$ cat src/rtl/rot_pkg.sv
// rot_pkg: shared widths, direction encodings and requester IDs for the rot8 arbiter.
package rot_pkg;
    localparam int DATA_W = 8;
    localparam int AMT_W = 3;
    localparam logic DIR_LEFT = 1'b0;
    localparam logic DIR_RIGHT = 1'b1;
    localparam logic ID_REQ0 = 1'b0;
    localparam logic ID_REQ1 = 1'b1;
endpackage

$ cat src/rtl/rot8_core.sv
// rot8_core: combinational 8-bit rotate left/right built from 1, 2 and 4 bit log stages.
module rot8_core
    import rot_pkg::*;
(
    input  logic [DATA_W-1:0] data,
    input  logic [AMT_W-1:0]  move,
    input  logic              dir,
    output logic [DATA_W-1:0] result
);
    logic [DATA_W-1:0] s1;
    logic [DATA_W-1:0] s2;
    // A 4-bit rotation is identical in both directions, so the last stage ignores dir.
    always_comb begin
        s1 = move[0] ? (dir == DIR_RIGHT ? {data[0], data[7:1]} : {data[6:0], data[7]}) : data;
        s2 = move[1] ? (dir == DIR_RIGHT ? {s1[1:0], s1[7:2]} : {s1[5:0], s1[7:6]}) : s1;
        result = move[2] ? {s2[3:0], s2[7:4]} : s2;
    end
endmodule

$ cat src/rtl/rot8_arbiter.sv
// rot8_arbiter: round-robin share of one rot8_core between two requesters, with a
// registered tagged result port and per-requester completion counters.
module rot8_arbiter
    import rot_pkg::*;
(
    input  logic              clk,
    input  logic              reset,
    input  logic              req0_valid,
    input  logic [DATA_W-1:0] req0_data,
    input  logic [AMT_W-1:0]  req0_move,
    input  logic              req0_dir,
    output logic              req0_ready,
    input  logic              req1_valid,
    input  logic [DATA_W-1:0] req1_data,
    input  logic [AMT_W-1:0]  req1_move,
    input  logic              req1_dir,
    output logic              req1_ready,
    output logic              res_valid,
    output logic [DATA_W-1:0] res_data,
    output logic              res_tag,
    input  logic              res_ready,
    output logic [7:0]        done0_cnt,
    output logic [7:0]        done1_cnt
);
    logic              last_grant;
    logic              can_issue;
    logic              grant0;
    logic              grant1;
    logic              fire;
    logic              drain;
    logic [DATA_W-1:0] op_data;
    logic [AMT_W-1:0]  op_move;
    logic              op_dir;
    logic [DATA_W-1:0] rot_result;

    // Readys are forced low while reset is held so nothing is accepted into a clearing register.
    always_comb begin
        can_issue = !res_valid || res_ready;
        grant0 = req0_valid && (!req1_valid || last_grant == ID_REQ1);
        grant1 = req1_valid && !grant0;
        req0_ready = !reset && can_issue && grant0;
        req1_ready = !reset && can_issue && grant1;
        fire = req0_ready || req1_ready;
        drain = res_valid && res_ready;
        op_data = grant0 ? req0_data : req1_data;
        op_move = grant0 ? req0_move : req1_move;
        op_dir = grant0 ? req0_dir : req1_dir;
    end

    rot8_core u_core (
        .data   (op_data),
        .move   (op_move),
        .dir    (op_dir),
        .result (rot_result)
    );

    always_ff @(posedge clk or posedge reset) begin
        if (reset) begin
            res_valid <= 1'b0;
            res_data <= '0;
            res_tag <= ID_REQ0;
            last_grant <= ID_REQ1;
            done0_cnt <= '0;
            done1_cnt <= '0;
        end else begin
            if (drain && res_tag == ID_REQ0) done0_cnt <= done0_cnt + 8'd1;
            if (drain && res_tag == ID_REQ1) done1_cnt <= done1_cnt + 8'd1;
            if (fire) begin
                res_valid <= 1'b1;
                res_data <= rot_result;
                res_tag <= grant0 ? ID_REQ0 : ID_REQ1;
                last_grant <= grant0 ? ID_REQ0 : ID_REQ1;
            end else if (res_ready) begin
                res_valid <= 1'b0;
            end
        end
    end
endmodule

$ cat config.mk
export PLATFORM = sky130hd
export DESIGN_NAME = rot8_arbiter
export DESIGN_NICKNAME = d
export VERILOG_FILES = /design/src/rtl/rot_pkg.sv /design/src/rtl/rot8_core.sv /design/src/rtl/rot8_arbiter.sv
export SDC_FILE = /design/constraint.sdc
export NUM_CORES = 1
export LEC_CHECK = 0
export ABC_AREA = 0
export CAP_MARGIN = 10
export CORE_UTILIZATION = 52
export DETAILED_ROUTE_END_ITERATION = 12
export HOLD_SLACK_MARGIN = 0.02
export PLACE_DENSITY = 0.9
export SETUP_SLACK_MARGIN = 0.2
export SYNTH_ARGS = -nofsm -noshare
export SYNTH_HDL_FRONTEND = slang
export SYNTH_HIERARCHICAL = 1
export SYNTH_SLANG_ARGS = --single-unit
$ cat constraint.sdc
create_clock -name clk -period 7.1 [get_ports clk]
set_clock_uncertainty 0.15 [all_clocks]
set_input_delay 1.065 -clock clk [delete_from_list [all_inputs] [get_ports clk]]
set_output_delay 1.065 -clock clk [all_outputs]
set_load 0.02 [all_outputs]
==> summary.txt, run 1 <==
Layout
  • ANT cells: 0
  • Final instance area: 2640 um2
  • Finished Layout Cells: 309
  • Post-layout nets: 293
  • Commonest non-fill, non-tap cell in the layout: clkdlybuf4s50_1
  • Share of layout cells above drive strength 1: 13.4%
  • Layout area overhead: 28.2%
  • Filler cells: 284
  • Commonest cells after routing, fill and taps aside: 56 x clkdlybuf4s50_1, 28 x nand2_1, 26 x dfrtp_1

Pwr
  • Switching share of power: 40.3%
  • Clock Power Share: 12.1%
  • Internal: 0.000417 W
  • Psw: 0.000282 W
  • Pwr dens: 265 nW/um2
  • Comb pwr share: 52.3%
  • Total leakage power: 1.13 nW
  • Max IR drop VDD: 0.000275 V
  • Sequential share of power: 35.6%

Setup path
  • Startpoint Class: input pin
  • Slowest stage delay, CP: 600 ps
  • Crit-path max FO: 15
  • Crit Path Category: input pin to output port
  • Cells along the critical path: clkdlybuf4s50_1 -> inv_1 -> o21ai_2 -> and2_1 -> clkdlybuf4s50_1
  • CP max stage cell: clkdlybuf4s50_1
  • CP Data Arrival Time: 2980 ps
  • Req. time, crit path: 5880 ps
  • Most frequent CP cell: clkdlybuf4s50_1
  • Setup crit end kind: output port

Synthesis
  • Cell variety after synth: 36
  • Largest family of logic cells by synthesized area: multiplexers
  • Syn Std Cell Area: 2060 um2
  • Synth Area in XOR/XNOR: 8.08%
  • Mux contribution to synthesized area: 23.7%
  • Largest area contributor in the synthesized netlist: dfrtp_1
  • Ranking of synthesized cells by area: dfrtp_1 32%, mux2_2 12%, mux2i_1 12%
  • Synth Net Count: 244
  • Synth Area in Simple Gates: 14.4%
  • Top cell type's share of synthesized area: 31.6%
  • Avg Synthesized Cell Area: 9.67 um2
  • Post-synthesis adder-cell area fraction: 1.22%
  • Yosys reg bits: 27
  • Post-Syn Instances: 213
  • Yosys warnings: 6
  • Seq/Total Area, Yosys: 32.9%
  • Complex-gate fraction of the synthesized area: 14.9%

Drt
  • Routed vias/inst: 5.89
  • Drc violations: 0
  • Vias: 1821
  • Detailed Routing Iterations Pass 1: 4
  • Avg WL per Cell: 16.2 um
  • WL final: 5010 um
  • Starting DRT DRC Count: 95
  • Final ANT Viol Nets: 0

Floorplan
  • Cell row count: 22
  • Effective utilization at floorplan: 55.4%
  • Die Wd: 64.9 um
  • # IOs: 57
  • Core ar.: 3720 um2
  • Die area: 4220 um2
  • Die Y: 64.9 um

STA
  • Worst-margin pin slew: 971 ps
  • Setup total negative slack: 0 ps
  • Rel. slew slack: 35.2%
  • Post-layout min period: 4190 ps
  • Fmax: 238 MHz
  • RSZ-0062 raised after global routing: false
  • Final hold vios: 0
  • Slew Viols, Final: 0
  • Final period util: 59.1%
  • Finish-stage setup viols: 0

Placement
  • PortBufs: 56
  • Placed Cells: 305
  • Dpl cell area: 2590 um2
  • RD Place Congestion: 0.862
  • Final HPWL DP: 3720 um

CTS
  • Post-cts sizing count: 0
  • Root buffer cell: clkbuf_8
  • Clk sinks: 27
  • Clock Latency Late Sink: 270 ps
  • CTS Buf Count: 3
  • Htree depth: 1
  • Clock buffer depth: 2
  • CTS tree: yes
  • Setup Buffers After CTS: 0
  • Hold_buf cts: 0
  • Clock slew at reported path FFs: 90 ps

GRT
  • Pin count of the biggest net entering global routing: 41
  • Initial antenna violation count: 0
  • Vias in the first global route: 1725
  • First-pass GRT wire length: 8190 um
  • GRT Overall Usage: 25.2%
  • Total grt overflow: 0

Flow run
  • Max-Cap Viols: 0

Worst hold path
  • Min-delay worst type: flop to flop

Outcome
  • Outcome: finished clean
==> path summary, 6_finish.rpt <==
path                            cells after the start  slack, ps           end    startpoint
min in group asynchronous                           2       1300  done0_cnt[6]         reset
max in group asynchronous                           2       4910   res_data[1]         reset
worst max-delay path                                5       2910    req1_ready    req1_valid
worst min-delay path                                1        310  done0_cnt[7]  done0_cnt[7]
worst max register to register                      7       4120   res_data[5]    last_grant
worst min register to register                      1        310  done0_cnt[7]  done0_cnt[7]
==> layout make-up <==
class	count	area (um2)	share of cell area, %
Tap cell	48	60.1	2.27
Clock buffer	4	45.0	1.71
Multi-Input combinational cell	170	1280	48.6
Timing Repair Buffer	56	561	21.2
Sequential cell	27	677	25.6
Inverter	4	15.0	0.569
==> stage by stage <==
step	hold WS (ps)	util [%]	setup slack (ps)	total power, W
2_1_floorplan	401	-	3920	0.000469
3_3_place_gp	306	69.8	2960	0.000599
3_5_place_dp	307	69.8	2880	0.000613
4_1_cts	323	71.0	2880	0.000698
5_1_grt	335	71.0	2800	0.000738
6_report	314	71.0	2910	0.000699
==> synthesized netlist by cell type, drive strengths merged <==
library cell,count
xnor2,7
a21oi,8
clkbuf,3
mux2,22
a31oi,8
mux2i,24
inv,4
and4b,1
a211oi,16
dfrtp,26
nor4,1
xor2,9
ha,2
nand2,28
nand3b,1
and3,1
or2,2
nor2,13
o22a,2
nand4,3
a21o,8
nor3,6
dfstp,1
o21ai,1
nand3,5
and2,1
nor2b,1
buf,9
==> cell families after synthesis <==
group,count (synthesis)
AOI/OAI and AO/OA,43
xor gates and xnor gates,16
adders and majority gates,2
buffers and inverters,16
DFF,27
muxes,46
and+or+nand+nor,63
==> power groups by stage <==
stage	combinational [W]	clock [W]	sequential [W]
final	0.000366	0.0000845	0.000249
after global routing	0.000390	0.0000923	0.000256
after global placement	0.000351	0	0.000248
after CTS	0.000364	0.0000855	0.000248
after floorplan	0.000172	0	0.000297
after detailed placement	0.000362	0	0.000251
==> flip-flops by register name (all words and copies together), names as in the netlist <==
signal / flops
last_grant: 1
res_tag: 1
done0_cnt: 8
done1_cnt: 8
res_data: 8
res_valid: 1
==> per-layer routing <==
metal  up-vias  track usage [%]  wire length (um)
met4         0             7.50               119
met2        86             42.1              2390
met3        16             5.28               335
met5         -                0                 0
met1       846             32.6              2160
li1        873                -                 -
==> critical path: cells and delay by family <==
family | cells | cell delay (ps)
buffers and inverters | 3 | 1150
AO/OA/AOI/OAI | 1 | 530
AND/OR/NAND/NOR | 1 | 230
No activity file was read; power rests on OpenSTA's default activity.
==> run 2: changes to the inputs <==
CORE_UTILIZATION = 48   (was 52)
PLACE_DENSITY = 0.84   (was 0.9)
clock period = 4.2 ns   (was 7.1 ns; I/O delays follow)
==> run 2 against run 1 <==
Core utilization fell by 5.7 points. Total power rose by 67%. Sequential power rose by 66%. Design area rose by 0.43%. Combinational power rose by 67%. Register-to-register slack got worse by 2700 ps.
==> summary.txt, run 2 (synthesized netlist as in run 1, its figures left out) <==
Outcome
  • Outcome: finished clean

Layout
  • Layout area overhead: 28.7%
  • Commonest cells after routing, fill and taps aside: 56 x clkdlybuf4s50_1, 28 x nand2_1, 26 x dfrtp_1
  • Regs by FF count: done0_cnt (8), done1_cnt (8), res_data (8)
  • Commonest non-fill, non-tap cell in the layout: clkdlybuf4s50_1
  • ANT cells: 0 (unchanged)
  • Post-layout nets: 294 (+0.34%)
  • Share of layout cells above drive strength 1: 14.1% (+0.71 points)

Placement
  • PortBufs: 56 (unchanged)
  • Final HPWL DP: 3420 um (-7.9%)
  • Dpl ws: 617 ps (-2270 ps)
  • RD Place Congestion: 0.816 (-5.4%)

Floorplan
  • Core ar.: 4060 um2 (+9.2%)
  • Effective utilization at floorplan: 50.8% (-4.7 points)
  • Cell row count: 23 (+4.5%)
  • Die area: 4560 um2 (+8.1%)
  • # IOs: 57 (unchanged)
  • Die Wd: 67.5 um (+4.0%)
  • Die Y: 67.5 um (+4.0%)

CTS
  • Clock buffer depth: 2 (unchanged)
  • Clk sinks: 27 (unchanged)
  • Htree depth: 1 (unchanged)
  • Post-cts sizing count: 0 (unchanged)
  • CTS tree: yes
  • Setup Buffers After CTS: 0 (unchanged)
  • CTS Buf Count: 3 (unchanged)
  • Clock slew at reported path FFs: 90 ps (about the same)
  • Hold_buf cts: 0 (unchanged)
  • Clock Latency Late Sink: 270 ps (about the same)
  • Root buffer cell: clkbuf_8

STA
  • Final period util: 79.7%
  • Final WS setup: 852 ps (-2050 ps)
  • Post-layout min period: 3350 ps
  • Rel. slew slack: 34.4% (-0.74 points)
  • Fmax: 299 MHz
  • Slew Viols, Final: 0 (unchanged)
  • Setup total negative slack: 0 ps (unchanged)
  • Worst-margin pin slew: 983 ps (+11.1 ps)
  • Finish-stage setup viols: 0 (unchanged)
  • Final hold vios: 0 (unchanged)
  • RSZ-0062 raised after global routing: false

GRT
  • Initial antenna violation count: 0 (unchanged)
  • Pin count of the biggest net entering global routing: 41 (unchanged)
  • First-pass GRT wire length: 7550 um (-7.8%)
  • Total grt overflow: 0 (unchanged)
  • Vias in the first global route: 1611 (-6.6%)
  • GRT Overall Usage: 21.8% (-3.5 points)

Flow run
  • Max-Cap Viols: 0 (unchanged)

Setup path
  • Startpoint Class: input pin
  • CP Data Arrival Time: 3360 ps (+380 ps)
  • Setup crit end kind: flop
  • R2R depth: 7 (unchanged)
  • CP max stage cell: mux2_2
  • Cells along the critical path: clkdlybuf4s50_1 -> inv_1 -> o21ai_2 -> mux2_2 -> mux2i_1 -> a211oi_1 -> a211oi_1 -> a31oi_1 -> mux2_2
  • Crit Path Category: input pin to flop
  • Worst path depth: 9 (+4)
  • Crit-path max FO: 18 (+3)
  • Req. time, crit path: 4210 ps (-1670 ps)
  • Crit path buffers/inverters: 2 (-1)
  • Slowest stage delay, CP: 660 ps (+60 ps)
  • Crit path max-delay family: multiplexers

Pwr
  • Pwr dens: 441 nW/um2 (+67%)
  • Total leakage power: 1.14 nW (+0.65%)
  • Max IR drop VDD: 0.000369 V (+34%)

Drt
  • Avg WL per Cell: 15.2 um (-6.4%)
  • WL final: 4740 um (-5.5%)
  • Routed vias/inst: 5.71 (-3.0%)
  • Vias: 1783 (-2.1%)
  • Detailed Routing Iterations Pass 1: 4 (unchanged)
  • Drc violations: 0 (unchanged)
  • Final ANT Viol Nets: 0 (unchanged)
  • Starting DRT DRC Count: 126 (+33%)

Worst hold path
  • Min-delay worst type: flop to flop
  • Hold path depth: 1 (unchanged)
-- run 2: changes by cell type in the layout (fill, tap and decap cells not counted) --
cell / before / now
buf_4: 0 / 1
clkinv_2: 0 / 1
clkbuf_1: 1 / 0
-- run 2: worst paths after layout --
| check | endpoint | slack (ps) | start |
|---|---|---|---|
| worst max-delay path | res_data[1] | 850 | req1_valid |
| worst min-delay path | done0_cnt[7] | 330 | done0_cnt[7] |
| worst max register to register | res_data[1] | 1390 | last_grant |
| worst min register to register | done0_cnt[7] | 330 | done0_cnt[7] |
| max in group asynchronous | done1_cnt[1] | 2390 | reset |
| min in group asynchronous | res_valid | 910 | reset |
-- run 2: layout make-up --
type                            instances  area [um2]
Inverter                                4        15.0
Multi-Input combinational cell        170        1280
Clock inverter                          1        5.00
Tap cell                               50        62.6
Sequential cell                        27         677
Timing Repair Buffer                   57         568
Fill cell                             347        1410
Clock buffer                            3        41.3
-- run 2: power breakdown --
group | switching, W | leakage (nW) | internal [W]
clock | 0.0000775 | 0.0255 | 0.0000664
sequential | 0.0000760 | 0.331 | 0.000338
combinational | 0.000311 | 0.784 | 0.000300
total | 0.000464 | 1.14 | 0.000705
-- run 2: through the flow --
stage / power, W / hold slack [ps] / instance area [um2] / cells / utilization, %
after floorplan: 0.000792 / 401 / 2060 / 213 / -
after global placement: 0.00102 / 307 / 2610 / 308 / 64.2
after CTS: 0.00117 / 331 / 2650 / 312 / 65.3
after detailed placement: 0.00102 / 319 / 2610 / 308 / 64.2
final: 0.00117 / 328 / 2650 / 312 / 65.3
after global routing: 0.00124 / 357 / 2650 / 312 / 65.3
-- run 2: metal layers --
| layer | track usage (%) | up-vias | share of wire [%] |
|---|---|---|---|
| met3 | 4.56 | 8 | 6.5 |
| met4 | 3.99 | 0 | 1.3 |
| met1 | 31.0 | 840 | 47 |
| li1 | - | 873 | - |
| met2 | 33.9 | 62 | 45 |
| met5 | 0 | - | 0 |
==> run 3: changes to the inputs <==
CORE_UTILIZATION = 44   (was 48)
PLACE_DENSITY = 0.81   (was 0.84)
clock period = 2.85 ns   (was 4.2 ns; I/O delays follow)
==> run 3 against run 2 <==
Combinational power rose by 73%. Final cell count up 12%. First-iteration DRC count shrank 12%. Largest cell class unchanged.
==> summary.txt, run 3 (synthesized netlist as in run 1, its figures left out) <==
Setup path
  • Setup crit end kind: flop
  • Slowest stage delay, CP: 520 ps (-140 ps)
  • Worst reg2reg startpoint: last_grant
  • CP Data Arrival Time: 2530 ps (-830 ps)
  • CP max stage cell: clkdlybuf4s50_1
  • Startpoint Class: input pin
  • Req. time, crit path: 2860 ps (-1350 ps)
  • Crit-path max FO: 5 (-13)
  • Cells along the critical path: clkdlybuf4s50_1 -> o21ai_4 -> buf_6 -> mux2_4 -> buf_4 -> mux2i_2 -> mux2i_1 -> nand2_1 -> a31oi_1 -> mux2_2
  • Origin of the worst setup path: req0_valid
  • Crit path buffers/inverters: 3 (+1)
  • Crit path max-delay family: multiplexers
  • Crit Path Category: input pin to flop

Floorplan
  • Effective utilization at floorplan: 46.7% (-4.1 points)
  • Die Y: 70.4 um (+4.3%)
  • Die area: 4960 um2 (+8.8%)
  • Die Wd: 70.4 um (+4.3%)
  • Cell row count: 24 (+4.3%)
  • Core ar.: 4410 um2 (+8.8%)
  • # IOs: 57 (unchanged)

Pwr
  • Max IR drop VDD: 0.000461 V (+25%)
  • Power Total: 0.00189 W (+62%)
  • Pwr dens: 610 nW/um2 (+38%)
  • Total leakage power: 1.37 nW (+20%)

Outcome
  • Outcome: finished clean

Layout
  • Share of layout cells above drive strength 1: 31.3% (+17 points)
  • ANT cells: 0 (unchanged)
  • Final instance area: 3100 um2 (+17%)
  • Post-layout nets: 329 (+12%)
  • Finished Layout Cells: 349 (+12%)
  • Commonest non-fill, non-tap cell in the layout: clkdlybuf4s50_1
  • Commonest cells after routing, fill and taps aside: 53 x clkdlybuf4s50_1, 31 x buf_4, 28 x nand2_1
  • Multi-input gate area: 1470 um2 (+15%)
  • Filler cells: 339 (-2.3%)
  • Register area: 677 um2 (unchanged)
  • Regs by FF count: done0_cnt (8), done1_cnt (8), res_data (8)
  • Layout area overhead: 50.3%

Drt
  • Starting DRT DRC Count: 111 (-12%)
  • Detailed Routing Iterations Pass 1: 5 (+1)
  • Routed vias/inst: 5.64 (-1.3%)
  • Drc violations: 0 (unchanged)
  • Vias: 1969 (+10%)
  • WL final: 5730 um (+21%)
  • Final ANT Viol Nets: 0 (unchanged)
  • Avg WL per Cell: 16.4 um (+8.1%)

Placement
  • PortBufs: 56 (unchanged)
  • RD Place Congestion: 0.898 (+10%)
  • Placed Cells: 340 (+10%)
  • Dpl cell area: 2830 um2 (+8.7%)
  • Dpl ws: -212 ps (-829 ps)
  • Final HPWL DP: 4090 um (+20%)

STA
  • Final period util: 88.4%
  • Fmax: 397 MHz
  • Finish-stage setup viols: 0 (unchanged)
  • Rel. slew slack: 70.2% (+36 points)
  • Final hold slack: 301 ps (-26.4 ps)
  • Post-layout min period: 2520 ps
  • Worst-margin pin slew: 446 ps (-536 ps)
  • RSZ-0062 raised after global routing: false
  • Final hold vios: 0 (unchanged)
  • Final WS setup: 329 ps (-522 ps)
  • Slew Viols, Final: 0 (unchanged)

GRT
  • Total grt overflow: 0 (unchanged)
  • Initial antenna violation count: 0 (unchanged)
  • Pin count of the biggest net entering global routing: 26 (-37%)
  • Vias in the first global route: 1873 (+16%)
  • First-pass GRT wire length: 9040 um (+20%)
  • GRT Overall Usage: 23.1% (+1.3 points)

CTS
  • CTS tree: yes
  • Clk sinks: 27 (unchanged)
  • Hold_buf cts: 0 (unchanged)
  • Clock slew at reported path FFs: 90 ps (about the same)
  • Clock buffer depth: 2 (unchanged)
  • Clock Latency Late Sink: 270 ps (about the same)
  • CTS Buf Count: 3 (unchanged)
  • Htree depth: 1 (unchanged)
  • Root buffer cell: clkbuf_8

Flow run
  • Max-Cap Viols: 0 (unchanged)

Worst hold path
  • Min-delay worst type: input pin to asynchronous set/reset pin
## run 3: cell count changes in the layout (fill, tap and decap cells not counted), moves of 6 or more
cell and delta:
buf_4 +30, mux2i_1 -12, mux2_4 +11, mux2i_2 +9, mux2_2 -8, a211oi_1 -6, a211oi_2 +6
## run 3: path summary, 6_finish.rpt
path / depth (start not counted) / slack [ps] / to
worst max-delay path: 10 / 330 / res_data[3]
worst min-delay path: 2 / 300 / res_tag
worst max register to register: 9 / 450 / res_data[3]
worst min register to register: 1 / 320 / done0_cnt[7]
max in group asynchronous: 3 / 1730 / done1_cnt[6]
min in group clk: 1 / 320 / done0_cnt[7]
## run 3: routing by layer
metal  GRT usage, %  routed length (um)  vias to the layer above
li1               -                   -                      949
met1           30.6                2490                      942
met3           3.32                 257                       10
met2           37.9                2870                       68
met4           8.89                 112                        0
met5              0                   0                        -
## run 3: worst reg2reg max path, stage by stage, from the launching register on
cell,delay [ps]
dfstp_2,580
o21ai_4,90
buf_6,150
mux2_4,350
buf_4,160
mux2i_2,200
mux2i_1,160
nand2_1,100
a31oi_1,80
mux2_2,270
## run 3: through the flow
| stage | setup TNS, ps | util [%] |
|---|---|---|
| floorplan | 0 | - |
| global route | 0 | 70.1 |
| global placement | -1190 | 64.2 |
| CTS | 0 | 66.9 |
| finish | 0 | 70.1 |
| detailed placement | -1520 | 64.2 |
## run 3: cell type report
cell class | count | share of cell area (%)
clock buffer | 4 | 1.46
inverter | 4 | 0.485
multi-input combinational | 173 | 47.6
sequential | 27 | 21.9
tap | 52 | 2.10
timing repair buffer | 89 | 26.5
## run 3: power breakdown
part	switching [W]	internal [W]	leakage, nW	total (W)
Clock	0.000113	0.000100	0.0228	0.000213
Combinational	0.000518	0.000546	1.02	0.00106
Sequential	0.000113	0.000499	0.331	0.000612
## run 3: timing repair
| item | CTS | global route |
|---|---|---|
| cloned | 1 | 2 |
| endpoints found under the hold margin | 0 | 0 |
| gates resized for setup | 14 | 28 |
| pin swaps | 2 | 6 |
| buffers inserted | 1 | 1 |
| endpoints found under the setup margin | 9 | 9 |
